==> src/rtl/mem_arbiter.sv <==
// Arbiter for the LC3B unified memory port: fetch vs MEM stage, fixed-latency accesses.
// Optional performance counters are enabled with `define LC3BP_MEM_ARB_PERF_EN.
module mem_arbiter #(
    parameter int MEM_LAT = 5
) (
    input  logic        clk,
    input  logic        rst,
`ifdef LC3BP_MEM_ARB_PERF_EN
    output logic [15:0] perf_igrant,
    output logic [15:0] perf_dgrant,
    output logic [15:0] perf_conflict,
`endif
    input  logic        if_req,
    input  logic [15:0] if_addr,
    input  logic        mem_req,
    input  logic        mem_we,
    input  logic        mem_word,
    input  logic [15:0] mem_addr,
    input  logic [15:0] mem_wdata,
    output logic        imem_r,
    output logic [15:0] instr,
    output logic        dmem_r,
    output logic [15:0] mem_rdata,
    output logic        mem_stall,
    output logic        ram_en,
    output logic [1:0]  ram_we,
    output logic [14:0] ram_addr,
    output logic [15:0] ram_wdata,
    input  logic [15:0] ram_rdata
);

    typedef enum logic [1:0] {
        IDLE   = 2'd0,
        BUSY_I = 2'd1,
        BUSY_D = 2'd2
    } state_t;

    localparam logic [3:0] LAT_M1 = 4'(MEM_LAT - 1);

    state_t      state_q, state_d;
    logic [3:0]  cnt_q, cnt_d;
    logic [15:0] addr_q, addr_d;
    logic        we_q, we_d;
    logic        word_q, word_d;
    logic [15:0] wdata_q, wdata_d;
    logic [15:0] instr_q, instr_d;
    logic [15:0] rdata_q, rdata_d;
    logic        imem_r_q, imem_r_d;
    logic        dmem_r_q, dmem_r_d;
    logic        grant_i, grant_d;
    logic [15:0] load_data;

    always_comb begin
        if (word_q) begin
            load_data = ram_rdata;
        end else begin
            load_data = {8'h00, addr_q[0] ? ram_rdata[15:8] : ram_rdata[7:0]};
        end
    end

    // The ready pulse of a requester doubles as its grant mask for that cycle.
    always_comb begin
        state_d  = state_q;
        cnt_d    = cnt_q;
        addr_d   = addr_q;
        we_d     = we_q;
        word_d   = word_q;
        wdata_d  = wdata_q;
        instr_d  = instr_q;
        rdata_d  = rdata_q;
        imem_r_d = 1'b0;
        dmem_r_d = 1'b0;
        grant_i  = 1'b0;
        grant_d  = 1'b0;
        case (state_q)
            IDLE: begin
                if (mem_req && !dmem_r_q) begin
                    grant_d = 1'b1;
                    state_d = BUSY_D;
                    cnt_d   = LAT_M1;
                    addr_d  = mem_addr;
                    we_d    = mem_we;
                    word_d  = mem_word;
                    wdata_d = mem_wdata;
                end else if (if_req && !imem_r_q) begin
                    grant_i = 1'b1;
                    state_d = BUSY_I;
                    cnt_d   = LAT_M1;
                    addr_d  = if_addr;
                    we_d    = 1'b0;
                    word_d  = 1'b1;
                    wdata_d = 16'h0000;
                end
            end
            BUSY_I: begin
                if (cnt_q == 4'd0) begin
                    instr_d  = ram_rdata;
                    imem_r_d = 1'b1;
                    state_d  = IDLE;
                end else begin
                    cnt_d = cnt_q - 4'd1;
                end
            end
            BUSY_D: begin
                if (cnt_q == 4'd0) begin
                    rdata_d  = load_data;
                    dmem_r_d = 1'b1;
                    state_d  = IDLE;
                end else begin
                    cnt_d = cnt_q - 4'd1;
                end
            end
            default: state_d = IDLE;
        endcase
    end

    always_ff @(posedge clk) begin
        if (rst) begin
            state_q  <= IDLE;
            cnt_q    <= 4'd0;
            addr_q   <= 16'h0000;
            we_q     <= 1'b0;
            word_q   <= 1'b0;
            wdata_q  <= 16'h0000;
            instr_q  <= 16'h0000;
            rdata_q  <= 16'h0000;
            imem_r_q <= 1'b0;
            dmem_r_q <= 1'b0;
        end else begin
            state_q  <= state_d;
            cnt_q    <= cnt_d;
            addr_q   <= addr_d;
            we_q     <= we_d;
            word_q   <= word_d;
            wdata_q  <= wdata_d;
            instr_q  <= instr_d;
            rdata_q  <= rdata_d;
            imem_r_q <= imem_r_d;
            dmem_r_q <= dmem_r_d;
        end
    end

    always_comb begin
        ram_we = 2'b00;
        if (state_q == BUSY_D && we_q) begin
            if (word_q) begin
                ram_we = 2'b11;
            end else begin
                ram_we = addr_q[0] ? 2'b10 : 2'b01;
            end
        end
    end

    assign ram_en    = (state_q != IDLE);
    assign ram_addr  = addr_q[15:1];
    assign ram_wdata = word_q ? wdata_q : {wdata_q[7:0], wdata_q[7:0]};
    assign imem_r    = imem_r_q;
    assign dmem_r    = dmem_r_q;
    assign instr     = instr_q;
    assign mem_rdata = rdata_q;
    assign mem_stall = mem_req & ~dmem_r_q;

`ifdef LC3BP_MEM_ARB_PERF_EN
    logic [15:0] perf_igrant_q, perf_igrant_d;
    logic [15:0] perf_dgrant_q, perf_dgrant_d;
    logic [15:0] perf_conflict_q, perf_conflict_d;
    logic        conflict;

    assign conflict = (state_q == BUSY_D && if_req) || (state_q == BUSY_I && mem_req);

    always_comb begin
        perf_igrant_d   = perf_igrant_q;
        perf_dgrant_d   = perf_dgrant_q;
        perf_conflict_d = perf_conflict_q;
        if (grant_i && perf_igrant_q != 16'hFFFF) begin
            perf_igrant_d = perf_igrant_q + 16'd1;
        end
        if (grant_d && perf_dgrant_q != 16'hFFFF) begin
            perf_dgrant_d = perf_dgrant_q + 16'd1;
        end
        if (conflict && perf_conflict_q != 16'hFFFF) begin
            perf_conflict_d = perf_conflict_q + 16'd1;
        end
    end

    always_ff @(posedge clk) begin
        if (rst) begin
            perf_igrant_q   <= 16'h0000;
            perf_dgrant_q   <= 16'h0000;
            perf_conflict_q <= 16'h0000;
        end else begin
            perf_igrant_q   <= perf_igrant_d;
            perf_dgrant_q   <= perf_dgrant_d;
            perf_conflict_q <= perf_conflict_d;
        end
    end

    assign perf_igrant   = perf_igrant_q;
    assign perf_dgrant   = perf_dgrant_q;
    assign perf_conflict = perf_conflict_q;
`else
    logic unused_grants;
    assign unused_grants = grant_i ^ grant_d;
`endif

endmodule

==> config.mk <==
export PLATFORM = sky130hd
export DESIGN_NAME = mem_arbiter
export DESIGN_NICKNAME = d
export VERILOG_FILES = /design/src/rtl/mem_arbiter.sv
export SDC_FILE = /design/constraint.sdc
export NUM_CORES = 1
export LEC_CHECK = 0
export BUFFER_PORTS_ARGS = -buffer_cell sky130_fd_sc_hd__buf_2
export CORE_ASPECT_RATIO = 1.2
export CORE_UTILIZATION = 48
export DETAILED_ROUTE_END_ITERATION = 10
export PLACE_DENSITY = 0.9
export SKIP_CTS_REPAIR_TIMING = 1
export SLEW_MARGIN = 0
export SYNTH_ARGS = -nofsm -noshare
export SYNTH_HDL_FRONTEND = slang
export SYNTH_SLANG_ARGS = --single-unit
==> constraint.sdc <==
create_clock -name clk -period 2.05 [get_ports clk]
set_input_delay 0.3075 -clock clk [delete_from_list [all_inputs] [get_ports clk]]
set_output_delay 0.3075 -clock clk [all_outputs]
set_load 0.05 [all_outputs]
==> impl_metrics.csv <==
group,metric,value,unit
route,wire_per_inst,13.5,µm
grt,antenna_found_initial,0,
route,drt_pass1_iterations,4,
synthesis,netlist_area,3260,µm²
route,viasPerCell,5.16,
grt,groute.usage.overall,22.8,%
critical_path,critPathTopFamily,"flip-flops",
layout,area_growth,24.7,%
synthesis,netlist-cell-type-count,36,
place,post-place-ws,0.271,ns
layout,fillers,585,
critical_path,critPathMaxFanout,12,
sta,setup_ws,0.0822,ns
critical_path,cp_slowest_cell,"dfxtp_1",
clocking,cts_tree,"yes",
grt,grt_overflow,0,
critical_path,worstSetupEndpointType,"primary output",
sta,max-slew-margin-rel,60.8,%
sta,rsz0062_at_grt,"false",
floorplanning,coreArea,6490,µm²
clocking,htree_levels,3,
place,portBuffers,138,
layout,layout-drive-gt1-share,36.7,%
floorplanning,placementRows,32,
synthesis,synth_warnings,0,
power,finalPower,6.48,mW
min_path,hold_end,"wdata_q[7]$_SDFFE_PP0P_",
run,maxCapViolCount,0,
synthesis,ys_seq_area_share,45.4,%
clocking,root_buffer,"clkbuf_8",
grt,grt_pass1_wl,13100,µm
clocking,clk_latency,0.34,ns
synthesis,syn_inst,385,
critical_path,crit_path_max_incr_delay,0.69,ns
route,drt-total-wl,7940,µm
grt,grt_max_degree,34,
critical_path,critical_path_class,"reg2out",
min_path,hold_depth,3,
route,drtAntennaViolNets,0,
clocking,cts.clk_slew.worst_paths,0.08,ns
route,first_iter_violations,141,
grt,grt_pass1_vias,2885,
power,p_per_area,1590,nW/µm²
critical_path,r2r_end,"cnt_q[3]$_SDFFE_PP0P_",
layout,final_common_cell,"buf_2",
layout,instances_no_fill,586,
sta,hold_viol,0,
synthesis,syn-num-nets,459,
critical_path,start_kind,"flop",
floorplanning,start_util,50.3,%
clocking,cts_made_buffers,9,
sta,setup_viol,0,
sta,drv_slew,0,
run_status,run_status,"complete, no violations",
min_path,hold_start,"mem_wdata[7]",
critical_path,crit_arrival,1.66,ns
sta,period_share,96.0,%
critical_path,required,1.74,ns
sta,tns,0,ns
layout,nets,570,
min_path,hp-class,"in2reg",
layout,layout_common_cells,"buf_2, nand2_1, dfxtp_1, nor2_1, a21oi_1",
sta,final.setup_skew,0.00969,ns
critical_path,crit_chain,"mux2_2, buf_2",
floorplanning,die_area,7130,µm²
sta,worst_pin_slew,0.586,ns
clocking,clk_path_buf_depth,2,
power,ir_drop,721,µV
route,vias,3023,
critical_path,rrSetupSlack,0.22,ns
clocking,clock-sinks,74,
critical_path,rr_worst_depth,6,
layout,n_antenna_cell,0,
critical_path,r2r_start,"state_q[0]$_SDFFE_PP0P_",
synthesis,synth-seq-cells,74,
critical_path,path_buf_inv,1,
floorplanning,die_w,77.3,µm
route,drt_drc_violations_left,0,
place,routabilityCongestion,0.849,
floorplanning,num_io_pins,139,
sta,period_minus_slack,1.97,ns
sta,fin_hold_ws,0.206,ns
layout,seqCellArea,1480,µm²
sta,max_freq,0.508,GHz
layout,multi_input_area,1440,µm²
power,total_leakage_power,1.87,nW
place,dp_hpwl,5830,µm
synthesis,synth.avg_cell_area,8.48,µm²
floorplanning,die_y,92.3,µm
place,dp_cells,570,
-- Yosys cell counts, drive strengths merged --
cell,count,area [µm²]
a211o,1,8.76
a211oi,10,95.1
a21o,2,15.0
a21oi,29,156
a22oi,17,128
a311oi,17,155
and2,2,12.5
and3,1,6.26
buf,40,275
clkbuf,10,37.5
dfxtp,74,1480
ha,4,50.1
inv,7,26.3
mux2,8,90.1
mux2i,8,80.1
nand2,78,293
nand2b,6,37.5
nand3,9,45.0
nand3b,1,7.51
nand4,1,6.26
nor2,50,190
nor2b,1,6.26
nor3,3,15.0
nor3b,1,12.5
nor4bb,1,10.0
o21ai,2,10.0
or2,1,6.26
or3,1,6.26
-- area by class of cell --
cell class | instances | share of cell area (%)
sequential | 74 | 36.4
multi-input combinational | 254 | 35.5
timing repair buffer | 150 | 19.5
clock buffer | 10 | 3.14
tap | 85 | 2.61
clock inverter | 6 | 2.24
inverter | 7 | 0.646
-- layer usage --
| metal | global-route usage [%] | up-vias | wire, µm |
|---|---|---|---|
| met4 | 10.7 | 0 | 150 |
| met5 | 0 | - | 0 |
| met3 | 4.14 | 15 | 404 |
| met2 | 40.9 | 101 | 4090 |
| met1 | 26.0 | 1398 | 3290 |
| li1 | - | 1509 | - |
-- flip-flops by register name, summed over array words and instances, names as in the netlist --
name / cells
state_q: 2
we_q: 1
mem_rdata: 16
cnt_q: 4
dmem_r: 1
wdata_q: 16
instr: 16
addr_q: 16
word_q: 1
imem_r: 1
-- through the flow --
step	instance area (µm²)	util [%]
5_1_grt	4070	62.7
2_1_floorplan	3260	-
3_5_place_dp	3850	59.4
4_1_cts	4070	62.7
6_report	4070	62.7
3_3_place_gp	3850	59.4
-- tightest hold or removal path: stages --
cell	delay [ns]
buf_2	0.07
a22oi_1	0.05
nor2_1	0.08
-- power by group --
group / internal [mW] / switching, mW
Combinational: 0.910 / 2.28
Clock: 0.687 / 0.533
Sequential: 1.82 / 0.250
Total: 3.42 / 3.06
-- worst max path at each step --
stage / start / end / slack [ns] / depth (start not counted)
final: word_q$_SDFFE_PP0P_ / ram_wdata[10] / 0.08 / 2
after global routing: word_q$_SDFFE_PP0P_ / ram_wdata[10] / 0.05 / 2
after CTS: word_q$_SDFFE_PP0P_ / ram_wdata[10] / 0.1 / 2
after detailed placement: state_q[0]$_SDFFE_PP0P_ / cnt_q[3]$_SDFFE_PP0P_ / 0.27 / 6
after global placement: state_q[0]$_SDFFE_PP0P_ / cnt_q[2]$_SDFFE_PP0P_ / 0.39 / 6
after floorplan: word_q$_SDFFE_PP0P_ / ram_we[1] / 0.27 / 4
-- cells by family (layout without fill, tap and decap cells) --
family | after synthesis | count (layout) | synth area share, %
AO/OA/AOI/OAI | 78 | 78 | 17.4
adder cells (fa/ha/maj) | 4 | 4 | 1.53
buffers and inverters | 57 | 173 | 10.4
flip-flops | 74 | 74 | 45.4
multiplexers | 16 | 16 | 5.21
AND/OR/NAND/NOR | 156 | 156 | 20.1
Power figures use the tool's default switching activity.
